--- config.mk ---
export PLATFORM = sky130hd
export DESIGN_NAME = cellrv32_cpu_cp_vector_vis
export DESIGN_NICKNAME = d
export VERILOG_FILES = /design/src/rtl/cellrv32_cpu_cp_vector_vis_pkg.sv /design/src/rtl/cellrv32_cpu_cp_vector_vis_scoreboard.sv /design/src/rtl/cellrv32_cpu_cp_vector_vis.sv
export SDC_FILE = /design/constraint.sdc
export NUM_CORES = 2
export LEC_CHECK = 0
export ABC_AREA = 1
export BUFFER_PORTS_ARGS = -buffer_cell sky130_fd_sc_hd__buf_2
export CAP_MARGIN = 20
export CORE_AREA = 2 2 783 785
export CTS_BUF_LIST = sky130_fd_sc_hd__clkbuf_8
export DETAILED_ROUTE_END_ITERATION = 8
export DIE_AREA = 0 0 785 787
export PLACE_DENSITY_LB_ADDON = 0.12
export SLEW_MARGIN = 30
export SYNTH_ARGS = -nofsm -noshare
export SYNTH_HDL_FRONTEND = slang
export SYNTH_SLANG_ARGS = --single-unit
--- constraint.sdc ---
create_clock -name clk -period 4.8 [get_ports clk]
set_clock_uncertainty 0.2 [all_clocks]
set_input_delay 1.44 -clock clk [delete_from_list [all_inputs] [get_ports clk]]
set_output_delay 1.44 -clock clk [all_outputs]
set_load 0.02 [all_outputs]
--- src/rtl/cellrv32_cpu_cp_vector_vis_pkg.sv ---
// -----------------------------------------------------------------------------
// cellrv32_cpu_cp_vector_vis_pkg
// Shared types for the vector issue stage: the decoded micro-op arriving from
// decode, the per-lane operand bundle and the per-op control info handed to
// the vector execution stage, plus the funct3 operand-category encodings.
// Widths here fix the struct layouts; the issue-stage module parameters must
// keep their default values so that they agree with these layouts.
// -----------------------------------------------------------------------------
package cellrv32_cpu_cp_vector_vis_pkg;

    localparam int VIS_REGS  = 32;
    localparam int VIS_LANES = 8;
    localparam int VIS_DW    = 32;

    localparam int VREG_W    = $clog2(VIS_REGS);
    // Longest vector (LMUL=8) spans eight micro-ops of VIS_LANES elements.
    localparam int VL_MAX    = 8 * VIS_LANES;
    // One extra bit so vl == VL_MAX and element indices never wrap.
    localparam int VL_W      = $clog2(VL_MAX) + 1;
    localparam int UOP_IDX_W = $clog2(VL_MAX / VIS_LANES);

    // funct3 operand categories of the OP-V major opcode
    localparam logic [2:0] funct3_opivv_c = 3'b000;
    localparam logic [2:0] funct3_opfvv_c = 3'b001;
    localparam logic [2:0] funct3_opmvv_c = 3'b010;
    localparam logic [2:0] funct3_opivi_c = 3'b011;
    localparam logic [2:0] funct3_opivx_c = 3'b100;
    localparam logic [2:0] funct3_opfvx_c = 3'b101;
    localparam logic [2:0] funct3_opmvx_c = 3'b110;
    localparam logic [2:0] funct3_opcfg_c = 3'b111;

    typedef struct packed {
        logic [VREG_W-1:0]    src1;
        logic [VREG_W-1:0]    src2;
        logic [VREG_W-1:0]    dst;
        logic [5:0]           funct6;
        logic [2:0]           funct3;
        logic [2:0]           frm;
        logic [4:0]           vfunary;
        logic [VL_W-1:0]      vl;
        logic                 vm;
        logic                 is_rdc;
        logic                 head_uop;
        logic                 end_uop;
        logic [UOP_IDX_W-1:0] uop_idx;
        logic [VIS_DW-1:0]    scalar;
    } to_vector_issue;

    typedef struct packed {
        logic              valid;
        logic              mask;
        logic [VIS_DW-1:0] data1;
        logic [VIS_DW-1:0] data2;
    } to_vector_exec;

    typedef struct packed {
        logic [VREG_W-1:0] dst;
        logic [5:0]        funct6;
        logic [2:0]        funct3;
        logic [2:0]        frm;
        logic [4:0]        vfunary;
        logic [VL_W-1:0]   vl;
        logic              is_rdc;
        logic              head_uop;
        logic              end_uop;
    } to_vector_exec_info;

endpackage

--- src/rtl/cellrv32_cpu_cp_vector_vis_scoreboard.sv ---
// -----------------------------------------------------------------------------
// cellrv32_cpu_cp_vector_vis_scoreboard
// One saturating in-flight write counter per architectural vector register.
// Ports:
//   clk, rst_n                 clock, asynchronous active-low reset
//   inc_i / inc_addr_i         micro-op issued that will write inc_addr_i
//   dec_i / dec_addr_i         writeback of dec_addr_i retired this cycle
//   rd_src1/src2/dst_addr_i    registers whose counts are read
//   src1/src2/dst_cnt_o        combinational counts for those registers
//   all_zero_o                 no register has a write in flight
// -----------------------------------------------------------------------------
module cellrv32_cpu_cp_vector_vis_scoreboard
    import cellrv32_cpu_cp_vector_vis_pkg::*;
#(
    parameter  int VECTOR_REGISTERS = VIS_REGS,
    parameter  int SB_CNT_WIDTH     = 2,
    localparam int RA_W             = $clog2(VECTOR_REGISTERS)
) (
    input  logic                    clk,
    input  logic                    rst_n,
    input  logic                    inc_i,
    input  logic [RA_W-1:0]         inc_addr_i,
    input  logic                    dec_i,
    input  logic [RA_W-1:0]         dec_addr_i,
    input  logic [RA_W-1:0]         rd_src1_addr_i,
    input  logic [RA_W-1:0]         rd_src2_addr_i,
    input  logic [RA_W-1:0]         rd_dst_addr_i,
    output logic [SB_CNT_WIDTH-1:0] src1_cnt_o,
    output logic [SB_CNT_WIDTH-1:0] src2_cnt_o,
    output logic [SB_CNT_WIDTH-1:0] dst_cnt_o,
    output logic                    all_zero_o
);

    logic [SB_CNT_WIDTH-1:0] cnt_q [VECTOR_REGISTERS];
    logic [SB_CNT_WIDTH-1:0] cnt_d [VECTOR_REGISTERS];

    // Increment and decrement of the same register cancel; both ends clamp
    // so an illegal decrement at zero cannot wrap the counter.
    function automatic logic [SB_CNT_WIDTH-1:0] cnt_step(
        input logic [SB_CNT_WIDTH-1:0] cnt,
        input logic                    inc,
        input logic                    dec
    );
        logic [SB_CNT_WIDTH-1:0] nxt;
        nxt = cnt;
        if (inc && !dec && cnt != '1) nxt = cnt + SB_CNT_WIDTH'(1);
        if (dec && !inc && cnt != '0) nxt = cnt - SB_CNT_WIDTH'(1);
        return nxt;
    endfunction

    always_comb begin
        for (int r = 0; r < VECTOR_REGISTERS; r++) begin
            cnt_d[r] = cnt_step(cnt_q[r],
                                inc_i && (inc_addr_i == RA_W'(r)),
                                dec_i && (dec_addr_i == RA_W'(r)));
        end
    end

    always_ff @(posedge clk or negedge rst_n) begin
        if (!rst_n) begin
            for (int r = 0; r < VECTOR_REGISTERS; r++) cnt_q[r] <= '0;
        end else begin
            for (int r = 0; r < VECTOR_REGISTERS; r++) cnt_q[r] <= cnt_d[r];
        end
    end

    always_comb begin
        all_zero_o = 1'b1;
        for (int r = 0; r < VECTOR_REGISTERS; r++) begin
            if (cnt_q[r] != '0) all_zero_o = 1'b0;
        end
    end

    assign src1_cnt_o = cnt_q[rd_src1_addr_i];
    assign src2_cnt_o = cnt_q[rd_src2_addr_i];
    assign dst_cnt_o  = cnt_q[rd_dst_addr_i];

    // A writeback must always correspond to an earlier issued micro-op.
    dec_at_zero_a: assert property (@(posedge clk) disable iff (!rst_n)
        (dec_i && !(inc_i && inc_addr_i == dec_addr_i)) |-> (cnt_q[dec_addr_i] != '0));

endmodule

--- src/rtl/cellrv32_cpu_cp_vector_vis.sv ---
// -----------------------------------------------------------------------------
// cellrv32_cpu_cp_vector_vis
// Vector issue stage. Takes one decoded micro-op per cycle, reads both sources
// from the vector register file, resolves RAW hazards against the in-flight
// scoreboard using the EX1/EX4 forward points and the writeback bus, and
// presents a registered valid/ready micro-op to the execution stage.
// Ports:
//   clk, rst_n                      clock, asynchronous active-low reset
//   valid_i/ready_o, uop_i, mask_i  micro-op handshake from decode, v0 bits
//   rf_addr_a/b_o, rf_data_a/b_i    register-file read (same-cycle data)
//   frw_a_*                         EX1 forward point (per-lane enables)
//   frw_b_*                         EX4 forward point
//   wr_*                            writeback bus, also retires scoreboard
//   valid_o/ready_i, exec_data_o,   issue handshake and payload to execution
//   exec_info_o
//   vis_idle_o                      nothing held and nothing in flight
// -----------------------------------------------------------------------------
module cellrv32_cpu_cp_vector_vis
    import cellrv32_cpu_cp_vector_vis_pkg::*;
#(
    parameter  int VECTOR_REGISTERS = VIS_REGS,
    parameter  int VECTOR_LANES     = VIS_LANES,
    parameter  int DATA_WIDTH       = VIS_DW,
    parameter  int SB_CNT_WIDTH     = 2,
    localparam int RA_W             = $clog2(VECTOR_REGISTERS),
    localparam int LW               = VECTOR_LANES * DATA_WIDTH
) (
    input  logic                             clk,
    input  logic                             rst_n,
    input  logic                             valid_i,
    output logic                             ready_o,
    input  to_vector_issue                   uop_i,
    input  logic [VECTOR_LANES-1:0]          mask_i,
    output logic [RA_W-1:0]                  rf_addr_a_o,
    output logic [RA_W-1:0]                  rf_addr_b_o,
    input  logic [LW-1:0]                    rf_data_a_i,
    input  logic [LW-1:0]                    rf_data_b_i,
    input  logic [VECTOR_LANES-1:0]          frw_a_en_i,
    input  logic [RA_W-1:0]                  frw_a_addr_i,
    input  logic [LW-1:0]                    frw_a_data_i,
    input  logic [VECTOR_LANES-1:0]          frw_b_en_i,
    input  logic [RA_W-1:0]                  frw_b_addr_i,
    input  logic [LW-1:0]                    frw_b_data_i,
    input  logic [VECTOR_LANES-1:0]          wr_en_i,
    input  logic [RA_W-1:0]                  wr_addr_i,
    input  logic [LW-1:0]                    wr_data_i,
    output logic                             valid_o,
    output to_vector_exec [VECTOR_LANES-1:0] exec_data_o,
    output to_vector_exec_info               exec_info_o,
    input  logic                             ready_i,
    output logic                             vis_idle_o
);

    logic [SB_CNT_WIDTH-1:0] src1_cnt, src2_cnt, dst_cnt;
    logic sb_all_zero;
    logic src1_used, hit_src1, hit_src2;
    logic hazard, free, accept;

    to_vector_exec [VECTOR_LANES-1:0] lane_p0;
    to_vector_exec_info               info_p0;

    logic                             vld_p1;
    to_vector_exec [VECTOR_LANES-1:0] lane_p1;
    to_vector_exec_info               info_p1;

    // A source with one write in flight is usable only if that write is
    // visible on a forward point or the writeback bus this cycle.
    function automatic logic src_blocked(
        input logic [SB_CNT_WIDTH-1:0] cnt,
        input logic                    hit
    );
        return (cnt > SB_CNT_WIDTH'(1)) || ((cnt == SB_CNT_WIDTH'(1)) && !hit);
    endfunction

    // ---- stage p0: register read, hazard check, operand select ----
    assign rf_addr_a_o = uop_i.src1;
    assign rf_addr_b_o = uop_i.src2;

    assign src1_used = !(uop_i.funct3 inside {funct3_opivx_c, funct3_opivi_c,
                                              funct3_opmvx_c, funct3_opfvx_c});

    assign hit_src1 = ((|frw_a_en_i) && (frw_a_addr_i == uop_i.src1)) ||
                      ((|frw_b_en_i) && (frw_b_addr_i == uop_i.src1)) ||
                      ((|wr_en_i)    && (wr_addr_i    == uop_i.src1));
    assign hit_src2 = ((|frw_a_en_i) && (frw_a_addr_i == uop_i.src2)) ||
                      ((|frw_b_en_i) && (frw_b_addr_i == uop_i.src2)) ||
                      ((|wr_en_i)    && (wr_addr_i    == uop_i.src2));

    assign hazard = (src1_used && src_blocked(src1_cnt, hit_src1)) ||
                    src_blocked(src2_cnt, hit_src2) ||
                    (dst_cnt == '1);
    assign free    = !vld_p1 || ready_i;
    assign ready_o = free && !hazard;
    assign accept  = valid_i && ready_o;

    always_comb begin
        lane_p0 = '0;
        for (int k = 0; k < VECTOR_LANES; k++) begin
            // Fallback first, then overwrite in rising priority: wr < frw_b < frw_a.
            lane_p0[k].data1 = rf_data_a_i[k*DATA_WIDTH +: DATA_WIDTH];
            if (wr_en_i[k] && (wr_addr_i == uop_i.src1))
                lane_p0[k].data1 = wr_data_i[k*DATA_WIDTH +: DATA_WIDTH];
            if (frw_b_en_i[k] && (frw_b_addr_i == uop_i.src1))
                lane_p0[k].data1 = frw_b_data_i[k*DATA_WIDTH +: DATA_WIDTH];
            if (frw_a_en_i[k] && (frw_a_addr_i == uop_i.src1))
                lane_p0[k].data1 = frw_a_data_i[k*DATA_WIDTH +: DATA_WIDTH];
            if (!src1_used)
                lane_p0[k].data1 = uop_i.scalar;

            lane_p0[k].data2 = rf_data_b_i[k*DATA_WIDTH +: DATA_WIDTH];
            if (wr_en_i[k] && (wr_addr_i == uop_i.src2))
                lane_p0[k].data2 = wr_data_i[k*DATA_WIDTH +: DATA_WIDTH];
            if (frw_b_en_i[k] && (frw_b_addr_i == uop_i.src2))
                lane_p0[k].data2 = frw_b_data_i[k*DATA_WIDTH +: DATA_WIDTH];
            if (frw_a_en_i[k] && (frw_a_addr_i == uop_i.src2))
                lane_p0[k].data2 = frw_a_data_i[k*DATA_WIDTH +: DATA_WIDTH];

            lane_p0[k].valid = (VL_W'(uop_i.uop_idx) * VL_W'(VECTOR_LANES) + VL_W'(k))
                               < uop_i.vl;
            lane_p0[k].mask  = uop_i.vm ? 1'b1 : mask_i[k];
        end
    end

    always_comb begin
        info_p0          = '0;
        info_p0.dst      = uop_i.dst;
        info_p0.funct6   = uop_i.funct6;
        info_p0.funct3   = uop_i.funct3;
        info_p0.frm      = uop_i.frm;
        info_p0.vfunary  = uop_i.vfunary;
        info_p0.vl       = uop_i.vl;
        info_p0.is_rdc   = uop_i.is_rdc;
        info_p0.head_uop = uop_i.head_uop;
        info_p0.end_uop  = uop_i.end_uop;
    end

    cellrv32_cpu_cp_vector_vis_scoreboard #(
        .VECTOR_REGISTERS (VECTOR_REGISTERS),
        .SB_CNT_WIDTH     (SB_CNT_WIDTH)
    ) u_scoreboard (
        .clk            (clk),
        .rst_n          (rst_n),
        .inc_i          (accept),
        .inc_addr_i     (uop_i.dst),
        .dec_i          (|wr_en_i),
        .dec_addr_i     (wr_addr_i),
        .rd_src1_addr_i (uop_i.src1),
        .rd_src2_addr_i (uop_i.src2),
        .rd_dst_addr_i  (uop_i.dst),
        .src1_cnt_o     (src1_cnt),
        .src2_cnt_o     (src2_cnt),
        .dst_cnt_o      (dst_cnt),
        .all_zero_o     (sb_all_zero)
    );

    // ---- stage p1: issue register towards execution ----
    always_ff @(posedge clk or negedge rst_n) begin
        if (!rst_n) begin
            vld_p1  <= 1'b0;
            lane_p1 <= '0;
            info_p1 <= '0;
        end else if (accept) begin
            vld_p1  <= 1'b1;
            lane_p1 <= lane_p0;
            info_p1 <= info_p0;
        end else if (ready_i) begin
            vld_p1  <= 1'b0;
        end
    end

    assign valid_o     = vld_p1;
    assign exec_data_o = lane_p1;
    assign exec_info_o = info_p1;
    assign vis_idle_o  = !vld_p1 && sb_all_zero;

endmodule

After elaboration in Yosys (flattened, before gate mapping)
Index checks and enable logic that the tools add are counted.
Storage, ports and cells
  register bits after elaboration: 625
  input bits: 1409
  logic and storage cells: 840
Cells by class
  $add $sub $neg: 71
  magnitude comparators: 13
  eq/ne operators: 107
  mux-type cells: 171
  bitwise operators: 3
  reduce and logical (&&, ||, !) cells: 401
Operators by type and width (number)
  32-bit 2-to-1 mux: 56
  1-bit logical AND: 252
  5-bit equality test, second input constant: 32
  2-bit 2-to-1 mux: 70
  2-bit nonzero test: 65
  5-bit by 4-bit equality test with 1-bit output, second input constant: 16
  1-bit logical NOT: 69
  2-bit by 1-bit adder with 2-bit output, second input constant: 32
  2-bit != test, second input constant: 32
  2-bit by 1-bit subtractor with 2-bit output, second input constant: 32
  7-bit less-than comparator: 7
  1-bit 2-to-1 mux: 42
  5-bit by 3-bit equality test with 1-bit output, second input constant: 8
  2-bit binary-select mux with 5-bit select: 3
  5-bit equality test: 6
  6-bit by 3-bit adder with 7-bit output, second input constant: 4
  8-bit OR reduction: 3
  5-bit by 2-bit equality test with 1-bit output, second input constant: 4
  6-bit >= comparator, second input constant: 3
  5-bit NOT with 6-bit output: 3
  6-bit by 2-bit adder with 7-bit output, second input constant: 2
  5-bit by 1-bit equality test with 1-bit output, second input constant: 2
  5-bit logical NOT: 2
  3-bit equality test, second input constant: 3
  8 further kinds: 18

Logic depth before layout (Yosys ltp)
  depth in word-level cells: 34
  mapped depth: 22

Modules after synthesis
From an unflattened synthesis, not the netlist that was laid out.
Unflattened totals
  cells, all modules: 8529
  area, all modules: 49064.6 um^2
By module, submodules not included
  cellrv32_cpu_cp_vector_vis: times used 1, cells each 7376, area each 42826.1 um^2, sequential area each 14038.5 um^2
  cellrv32_cpu_cp_vector_vis_scoreboard: times used 1, cells each 1153, area each 6238.5 um^2, sequential area each 1601.5 um^2

Least setup slack after synthesis
No wires, ideal clock.
  path type: input to output
  from: input uop_i[73] in the netlist's numbering
  to: output ready_o
  data arrival time: 3.050 ns
  required time: 3.160 ns
  slack: 0.110 ns
  stages: 12
  path buffers: 4
  cell sequence: buf_2 buf_6 buf_2 o211ai_1 nand3_1 nand3_1 nand3_1 nand3_1 nand2_1 nand2_2 clkbuf_1 and2_1
Between the ends
  longest elaborated chain between the ends: 12
  elaborated cells between the ends (all ways): 22
  classes of those cells: 1 x order compare; 4 x eq/ne; 3 x mux; 1 x bitwise; 13 x reduce/logical
RTL lines
  start: declaration: RTL line cellrv32_cpu_cp_vector_vis.sv:32  | input to_vector_issue uop_i,
  5-bit NOT with 6-bit output (not written as such) (tied with other cells): RTL line cellrv32_cpu_cp_vector_vis_scoreboard.sv:74  | assign src1_cnt_o = cnt_q[rd_src1_addr_i];
  2-bit binary-select mux with 5-bit select (tied with other cells): RTL line cellrv32_cpu_cp_vector_vis_scoreboard.sv:74
  2-bit 2-to-1 mux (not written as such) / 1-bit logical OR (equally long branches): RTL line cellrv32_cpu_cp_vector_vis_scoreboard.sv:74, cellrv32_cpu_cp_vector_vis.sv:82
  2-bit 2-to-1 mux (not written as such) / 1-bit logical OR (equally long branches): RTL line cellrv32_cpu_cp_vector_vis_scoreboard.sv:74, cellrv32_cpu_cp_vector_vis.sv:83
  2-bit by 1-bit equality test with 1-bit output / 1-bit logical NOT (equally long branches): RTL line cellrv32_cpu_cp_vector_vis.sv:72  | return (cnt > SB_CNT_WIDTH'(1)) || ((cnt == SB_CNT_WIDTH'(1)) && !hit);
  1-bit logical AND: RTL line cellrv32_cpu_cp_vector_vis.sv:72
  1-bit logical OR (*): RTL line cellrv32_cpu_cp_vector_vis.sv:72
  1-bit logical AND (*): RTL line cellrv32_cpu_cp_vector_vis.sv:89  | assign hazard = (src1_used && src_blocked(src1_cnt, hit_src1)) ||
  1-bit logical OR (*): RTL line cellrv32_cpu_cp_vector_vis.sv:89
  1-bit logical OR (*): RTL line cellrv32_cpu_cp_vector_vis.sv:90  | src_blocked(src2_cnt, hit_src2) ||
  1-bit logical NOT (*): RTL line cellrv32_cpu_cp_vector_vis.sv:93  | assign ready_o = free && !hazard;
  1-bit logical AND (*): RTL line cellrv32_cpu_cp_vector_vis.sv:93
  end: declaration: RTL line cellrv32_cpu_cp_vector_vis.sv:31  | output logic ready_o,
Every way passes the cells marked *; elsewhere a longest branch is shown, timed or not. The select of a mux whose other input is x is not followed.

Worst setup path in the final report
  from: input frw_b_en_i[7]
  to: output ready_o
Between the ends
  longest elaborated chain between the ends: 12
  elaborated cells between the ends (all ways): 18
  classes of those cells: 18 x reduce/logical
RTL lines
  start: declaration: RTL line cellrv32_cpu_cp_vector_vis.sv:41  | input logic [VECTOR_LANES-1:0] frw_b_en_i,
  8-bit OR reduction (*): RTL line cellrv32_cpu_cp_vector_vis.sv:83, cellrv32_cpu_cp_vector_vis.sv:86
  1-bit logical AND: RTL line cellrv32_cpu_cp_vector_vis.sv:83  | ((|frw_b_en_i) && (frw_b_addr_i == uop_i.src1)) ||
  1-bit logical OR: RTL line cellrv32_cpu_cp_vector_vis.sv:82  | assign hit_src1 = ((|frw_a_en_i) && (frw_a_addr_i == uop_i.src1)) ||
  1-bit logical OR: RTL line cellrv32_cpu_cp_vector_vis.sv:83
  1-bit logical NOT: RTL line cellrv32_cpu_cp_vector_vis.sv:72
  1-bit logical AND: RTL line cellrv32_cpu_cp_vector_vis.sv:72
  1-bit logical OR: RTL line cellrv32_cpu_cp_vector_vis.sv:72
  1-bit logical AND: RTL line cellrv32_cpu_cp_vector_vis.sv:89
  1-bit logical OR (*): RTL line cellrv32_cpu_cp_vector_vis.sv:89
  1-bit logical OR (*): RTL line cellrv32_cpu_cp_vector_vis.sv:90
  1-bit logical NOT (*): RTL line cellrv32_cpu_cp_vector_vis.sv:93
  1-bit logical AND (*): RTL line cellrv32_cpu_cp_vector_vis.sv:93
Every way passes the cells marked *; elsewhere a longest branch is shown, timed or not.

==> metrics.yaml <==
grt_pass1_wl_um: 755000
track_usage: 0.1905
drt_first_pass_iters: 5
r2r-end: "exec_data_o[497]"
cts_buffers: 165
relSlewSlack: 0.2643
final_net_count: 10750
fin_cells: 17790
slew_violations: 0
dr.first_iter.drc_count: 5586
pre_cts_slack_ns: -1.029
core_region_area_um2: 609400
r2r_start: "u_scoreboard.cnt_q[27]"
synth_cell_types: 37
mostFrequentLayoutCell: "buf_2"
hold_viol: 0
clk_latency_ns: 1.02
rsz0062_at_grt: "true"
max-cap-violations: 0
synth.area.top_cells: "dfrtp_1 (35%), nand2_1 (13%), o21ai_0 (9.1%), a211oi_1 (8.4%), nor2_1 (8.1%)"
avgSynthCellArea_um2: 6.469
worstMarginPinSlew_ns: 1.097
multi_input_area_um2: 25710
crit_required_ns: 3.16
p_per_area_nw_per_um2: 401.9
cts_tree: "yes"
syn_nets: 8347
die_y_um: 787
hold_class: "in2async"
p_leak_nw: 35.35
start_kind: "input port"
synth-warning-count: 0
status: "finished, violations left"
vias: 64130
grt_max_degree: 87
pin_count: 1982
ir_drop_v: 0.0001942
post-synth-top-area-cell: "dfrtp_1"
min_period_ns: 5.092
synth.top_cell.area_share: 0.3487
cts_root_buffer: "clkbuf_8"
fp.dieW_um: 785
most-common-layout-cells: "buf_2 (1975), nand2_1 (1524), nor2_1 (930)"
cp_max_fo: 2
worst_slack_ns: -0.2924
syn-instance-count: 6934
finalSetupViolations: 1
row_count: 287
portBuffers: 1981
seqCellArea_um2: 15650
violations: "setup timing"
hpwl_um: 520800
nFillCells: 71700
drc: 0
first_global_vias: 62500
h-tree-depth: 4
route.detailed.wl_per_inst_um: 34.52
dieArea_um2: 617800
via_per_inst: 3.605
synth-seq-cells: 625
crit_path_end_kind: "output port"
cp-startpoint: "frw_b_en_i[7]"
synthToLayoutAreaGrowth_pct: 67.05
gp_congestion: 0.8787
clock_path_buffers: 4
max_freq_mhz: 196.4
hold_buffers: 0
drt_wl_total_um: 614200
r2r_slack_ns: 1.36
antenna_found_initial: 574
cts_sinks: 625
rr_worst_depth: 19
setup.worst_path.class: "in2out"
post_synth_instance_area_um2: 44850
grt_overflow: 0
ys_seq_area_frac: 0.3487
fin_crit_sh: 1.061
drtAntennaViolNets: 0
arrival_ns: 3.45
dp_cells: 17260
drive_above_1_share: 0.3338
clkTransAtPathRegs_ns: 0.06
initial_core_util: 0.07361
## metal layers
metal / routed length [um] / share of wire / global-route usage / vias up
li1: - / - / - / 28540
met3: 42100 / 0.069 / 0.04543 / 1103
met5: 1437 / 0.0023 / 0 / -
met1: 254400 / 0.41 / 0.2347 / 31140
met2: 293200 / 0.48 / 0.3273 / 3130
met4: 23070 / 0.038 / 0.05593 / 216
## through the flow
step / setup TNS, ns / total power (W) / cell area [um^2] / util / hold WS [ns]
after floorplan: 0 / 0.01447 / 44850 / - / 0.2741
after global placement: -900.50 / 0.02300 / 70920 / 0.1164 / 0.2627
after detailed placement: -214.00 / 0.02290 / 70950 / 0.1164 / 0.2599
after CTS: -0.3556 / 0.03087 / 74300 / 0.1219 / 0.1181
after global routing: -0.2984 / 0.03181 / 74660 / 0.1225 / 0.1355
final: -0.2924 / 0.03012 / 74930 / 0.1230 / 0.1791
## cells in the mapped netlist (all sizes together)
cell type	count
nand3	211
a211oi	504
nand4	39
nor3	509
and2	1
o21ai	868
buf	160
nand3b	5
o31ai	9
ha	4
o211ai	17
a21oi	546
clkinv	8
dfrtp	625
or2	3
xnor2	15
xor2	7
o21a	1
mux2i	8
nand2	1580
nor2	970
inv	456
nor4	6
clkbuf	382
## critical path, stage by stage
cell and delay (ns):
buf_8 0.11, clkinv_4 0.05, buf_12 0.09, nand4_1 0.36, buf_4 0.31, nor2_4 0.10, buf_12 0.16, inv_4 0.03
nand2_1 0.05, nand2_1 0.06, nor2_2 0.11, nand3_2 0.11, nand2_2 0.10, nor2_4 0.03, and2_4 0.17, buf_8 0.14
## worst max-delay path by stage
| stage | endpoint | cells after the start |
|---|---|---|
| 5_1_grt | ready_o | 16 |
| 3_5_place_dp | ready_o | 16 |
| 4_1_cts | ready_o | 15 |
| 3_3_place_gp | ready_o | 15 |
| 6_report | ready_o | 16 |
| 2_1_floorplan | ready_o | 12 |
## layout make-up
class	count	share of cell area
Multi-Input combinational cell	5303	0.3431
Timing Repair Buffer	2781	0.2385
Clock buffer	194	0.03563
Inverter	464	0.02396
Tap cell	8092	0.1351
Antenna cell	244	0.008149
Clock inverter	88	0.006730
Sequential cell	625	0.2088
## state kept, by name, summed over array words and instances (netlist names)
signal              flops
exec_data_o           528
exec_info_o            32
u_scoreboard.cnt_q     64
valid_o                 1
## report_power, final
part | switching (W) | internal (W) | leakage, nW
Sequential | 0.00172 | 0.00734 | 7.86
Clock | 0.00366 | 0.00378 | 1.87
Combinational | 0.00963 | 0.00398 | 25.6
Total | 0.0150 | 0.0151 | 35.3
## kinds of logic (layout without fill, tap and decap cells)
kind of cell / after synthesis / after routing / synth area share
other: 0 / 244 / 0
adder cells (fa/ha/maj): 4 / 4 / 0.001116
flip-flops: 625 / 625 / 0.3487
buffers and inverters: 1006 / 3527 / 0.09412
AND/OR/NAND/NOR: 3324 / 3324 / 0.3026
multiplexers: 8 / 8 / 0.001785
XOR/XNOR: 22 / 22 / 0.004296
AO/OA/AOI/OAI: 1945 / 1945 / 0.2474
## timing repair
| action | in CTS | in global routing |
|---|---|---|
| setup endpoints to repair | 2 | 2 |
| pin swaps | 11 | 4 |
| buffers inserted | 2 | 0 |
| gates resized for setup | 54 | 6 |
Power figures use the tool's default switching activity.
